<file path="src/rtl/regfile_sb.sv">
// Parametrised register file with hardwired-zero x0 and an integrated
// RAW/WAW issue scoreboard. Optional write-to-read bypass: REGFILE_BYPASS_EN.
module regfile_sb #(
  parameter int XLEN  = 32,
  parameter int NREGS = 32,
  parameter int AW    = $clog2(NREGS),
  parameter int NREAD = 2
) (
  input  logic                  clk,
  input  logic                  rst,
  input  logic                  wb_we,
  input  logic [AW-1:0]         wb_addr,
  input  logic [XLEN-1:0]       wb_data,
  input  logic [NREAD*AW-1:0]   rd_addr,
  output logic [NREAD*XLEN-1:0] rd_data,
  input  logic                  iss_valid,
  input  logic [AW-1:0]         iss_rd,
  input  logic                  iss_rd_en,
  input  logic [NREAD-1:0]      iss_src_en,
  output logic                  iss_stall,
  output logic [NREGS-1:0]      busy,
  output logic [AW:0]           pending_cnt
);

  logic [XLEN-1:0]  regs_q [NREGS];
  logic [NREGS-1:0] busy_q, busy_d;
  logic [AW:0]      cnt_q, cnt_d;
  logic [NREAD-1:0] raw;
  logic             wb_hit, waw, accept;

  assign wb_hit = wb_we && (wb_addr != '0);

  always_comb begin : read_and_raw
    rd_data = '0;
    raw     = '0;
    for (int i = 0; i < NREAD; i++) begin
      if (rd_addr[i*AW +: AW] != '0) begin
        rd_data[i*XLEN +: XLEN] = regs_q[rd_addr[i*AW +: AW]];
`ifdef REGFILE_BYPASS_EN
        if (wb_hit && (wb_addr == rd_addr[i*AW +: AW])) begin
          rd_data[i*XLEN +: XLEN] = wb_data;
        end
        raw[i] = iss_src_en[i] && busy_q[rd_addr[i*AW +: AW]] &&
                 !(wb_hit && (wb_addr == rd_addr[i*AW +: AW]));
`else
        raw[i] = iss_src_en[i] && busy_q[rd_addr[i*AW +: AW]];
`endif
      end
    end
  end

  // A same-cycle writeback always releases a WAW, with or without bypass.
  assign waw = iss_rd_en && (iss_rd != '0) && busy_q[iss_rd] &&
               !(wb_we && (wb_addr == iss_rd));

  // Issue handshake: an instruction is taken on a rising edge where
  // iss_valid=1 and iss_stall=0; while stalled, issue must hold it steady.
  assign iss_stall = iss_valid && ((|raw) || waw);
  assign accept    = iss_valid && !iss_stall && iss_rd_en && (iss_rd != '0);

  always_comb begin : busy_next
    busy_d = busy_q;
    if (wb_hit) begin
      busy_d[wb_addr] = 1'b0;
    end
    // Set after clear so a same-cycle release and reservation leaves it busy.
    if (accept) begin
      busy_d[iss_rd] = 1'b1;
    end
    busy_d[0] = 1'b0;
    cnt_d = '0;
    for (int r = 0; r < NREGS; r++) begin
      cnt_d = cnt_d + {{AW{1'b0}}, busy_d[r]};
    end
  end

  always_ff @(posedge clk) begin
    if (!rst) begin
      for (int r = 0; r < NREGS; r++) begin
        regs_q[r] <= '0;
      end
      busy_q <= '0;
      cnt_q  <= '0;
    end else begin
      if (wb_hit) begin
        regs_q[wb_addr] <= wb_data;
      end
      busy_q <= busy_d;
      cnt_q  <= cnt_d;
    end
  end

  assign busy        = busy_q;
  assign pending_cnt = cnt_q;

endmodule

</file>
<file path="config.mk">
export PLATFORM = sky130hd
export DESIGN_NAME = regfile_sb
export DESIGN_NICKNAME = d
export VERILOG_FILES = /design/src/rtl/regfile_sb.sv
export SDC_FILE = /design/constraint.sdc
export NUM_CORES = 2
export LEC_CHECK = 0
export BUFFER_PORTS_ARGS = -buffer_cell sky130_fd_sc_hd__buf_2
export CAP_MARGIN = 20
export CORE_UTILIZATION = 41
export CTS_BUF_LIST = sky130_fd_sc_hd__clkbuf_8 sky130_fd_sc_hd__clkbuf_16
export CTS_CLUSTER_SIZE = 10
export DETAILED_ROUTE_END_ITERATION = 8
export PLACE_DENSITY = 0.6
export SLEW_MARGIN = 5
export SYNTH_ARGS = -nofsm -noshare
export SYNTH_HDL_FRONTEND = slang
export SYNTH_SLANG_ARGS = --single-unit
</file>
<file path="constraint.sdc">
create_clock -name clk -period 8.7 [get_ports clk]
set_input_delay 1.74 -clock clk [delete_from_list [all_inputs] [get_ports clk]]
set_output_delay 1.74 -clock clk [all_outputs]
set_load 0.02 [all_outputs]
</file>
==> metrics.txt <==
root buffer cell clkbuf_16; number of flops mapped to enable cells by yosys 1024; die area 0.1425 mm2; area delta synth->final 11.07%; RSZ-0062 raised after global routing no; vias in the first global route 36528; first drt pass iteration count 5; # rows 137; number of port buffers 160; Die W 377.4 um; Crit Path Class in -> out; Startpoint Class primary input; FF+latch count, synth 1061; MaxCap Viol Count 0; Final period util 0.9115; All-Layer GR Usage 0.2838; number of distinct library cells after synthesis 51; hpwl dp 112.5 mm; Area after DPL 0.06074 mm2; H-tree Lvls 3; Gates resized, CTS repair 0; final setup vio count 0; post-synthesis cell count 3892; Seq/Total Area, Yosys 0.5449; CTS tree built; FFs w/ async S/R, synth 0; sequential share of power 0.493; Tightest Hold Check Type reg -> reg; # hold bufs at CTS 0; post-layout util 0.4595; first-pass GRT wire length 280.9 mm; DR iter-0 viols 4862; Post-route DRC 0; Int Power 9.112 mW; clk sink count 1061; Tightest Pin Transition 1.124 ns; Core ar. 0.1397 mm2; data required time of the critical path 6.96 ns; YS warnings 0; Final #Nets 4002; largest net degree at the start of global routing 127; combinational share of power 0.127; Clk pwr share 0.380; vias per cell 6.262; Final Hold Vio Count 0; minimum clock period 7.930 ns; Post-CTS Setup Inserts 0; Max VDD drop 178.2 uV; switch share 0.2537; Slew Limit Fails 0; Critical Path Fanout Max 47; synthesized area 0.05779 mm2; setup total negative slack 0 ns; via count 36602; Syn Area/Cell 14.85 um2; die height 377.4 um; Max transition margin 0.2507; total gr overflow 0; P per Cell Area 190.2 mW/mm2; highest clock rate 126.1 MHz; crit path capture type primary output; Starting Density 0.4137; Sw Pwr 3.097 mW; ratio of cells with drive above 1 in the final layout 0.2788; status finished, final reports clean; Reg clk slew, reported paths 0.06 ns; Final Routed Wirelength 201.8 mm; crit path DAT 6.19 ns; GPL Wtd Cong 0.9110; antenna violations before repair 19; power consumption 12.21 mW; Routed Antenna Nets 0; routed len/inst 34.52 um; worst-skew pair later-pin latency 0.75 ns; Top FF cell, synth edfxtp_1; clk buf depth 3; CTS Buf Count 121; clk_skew 0.01996 ns; design area 0.06419 mm2; # IOs 162; static leakage 22.29 nW
## per-stage QoR
step / hold WS, ns / cells / setup slack [ns]
final: 0.6007 / 5845 / 0.7703
after CTS: 0.6052 / 5835 / 0.7607
after global routing: 0.6335 / 5836 / 0.4718
after floorplan: 0.5756 / 3924 / 0.5405
after detailed placement: 0.5964 / 5665 / 0.1359
after global placement: 0.6078 / 5665 / 0.1315
## worst paths after layout
path / start / endpoint / slack [ns] / depth (start not counted)
hold reg to reg: busy[16] / busy[16] / 0.60 / 2
setup / recovery: rd_addr[5] / rd_data[36] / 0.77 / 9
setup reg to reg: busy[31] / pending_cnt[4] / 1.62 / 19
hold / removal: busy[16] / busy[16] / 0.60 / 2
## state kept, by name, indices dropped and copies added (netlist names)
| signal | cells |
|---|---|
| regs_q | 1024 |
| busy | 31 |
| pending_cnt | 6 |
## synthesized netlist by cell type (all sizes together), types with 8 or more instances
cell,count,share of area
clkbuf,316,0.021
nor3,41,0.0037
inv,29,0.0019
nor2,64,0.0042
nand3,30,0.0026
a2bb2oi,13,0.0020
o21ai,33,0.0029
dfxtp,37,0.013
o22ai,42,0.0045
nand3b,9,0.0012
fa,23,0.0080
nand2,196,0.013
a21oi,55,0.0048
a221oi,33,0.0050
a211o,21,0.0032
mux2,54,0.011
mux4,549,0.21
buf,101,0.0089
o221ai,30,0.0045
and2,997,0.11
edfxtp,1024,0.53
nand2b,8,0.00087
mux2i,124,0.021
## critical path, stage by stage
cell	delay, ns
buf_8	0.13
buf_4	0.71
buf_4	0.93
buf_4	0.82
mux4_2	0.60
mux2_2	0.28
a221oi_1	0.45
nor3_1	0.14
buf_2	0.23
## cells in the final DEF, fill, tap and decap left out, types with 37 or more instances in the layout
cell type	netlist	final
buf_4	13	123
mux2_2	54	54
edfxtp_1	1024	1024
buf_2	67	151
mux2i_1	124	124
nor3_1	40	40
and2_1	997	997
o22ai_1	42	42
dfxtp_1	37	37
a21oi_1	55	55
clkbuf_16	0	123
nand2_1	196	169
mux4_2	549	549
inv_1	29	59
## layer usage
| layer | track usage | vias up | routed length [um] |
|---|---|---|---|
| li1 | - | 14834 | - |
| met3 | 0.05304 | 493 | 19650 |
| met2 | 0.4647 | 2184 | 97280 |
| met4 | 0.1295 | 2 | 9926 |
| met5 | 0 | - | 12 |
| met1 | 0.3664 | 19089 | 74880 |
## layout make-up
type | instances | area [um2]
antenna | 9 | 22.52
clock buffer | 130 | 3174
clock inverter | 40 | 242.7
fill | 12072 | 75510
inverter | 30 | 113.9
multi-input combinational | 2416 | 24980
sequential | 1061 | 31490
tap | 1876 | 2347
timing repair buffer | 283 | 1822
## logic make-up (layout without fill, tap and decap cells)
logic type	count (synthesis)	count (layout)	share of synthesized area
AOI/OAI and AO/OA	247	247	0.03094
xor gates and xnor gates	7	7	0.001061
adders and majority gates	30	30	0.009483
buffers and inverters	447	483	0.03133
DFF	1061	1061	0.5449
muxes	727	727	0.2460
other	1	42	0.00006489
and+or+nand+nor	1372	1372	0.1363
## power by group through the flow
stage / Clock, mW / Sequential, mW / Combinational (mW)
global placement: 0 / 6.10 / 1.54
detailed placement: 0 / 6.12 / 1.55
global route: 4.85 / 6.05 / 1.62
finish: 4.64 / 6.02 / 1.56
floorplan: 0 / 6.07 / 1.01
CTS: 4.68 / 6.01 / 1.55
(Power assumes the default switching activity.)
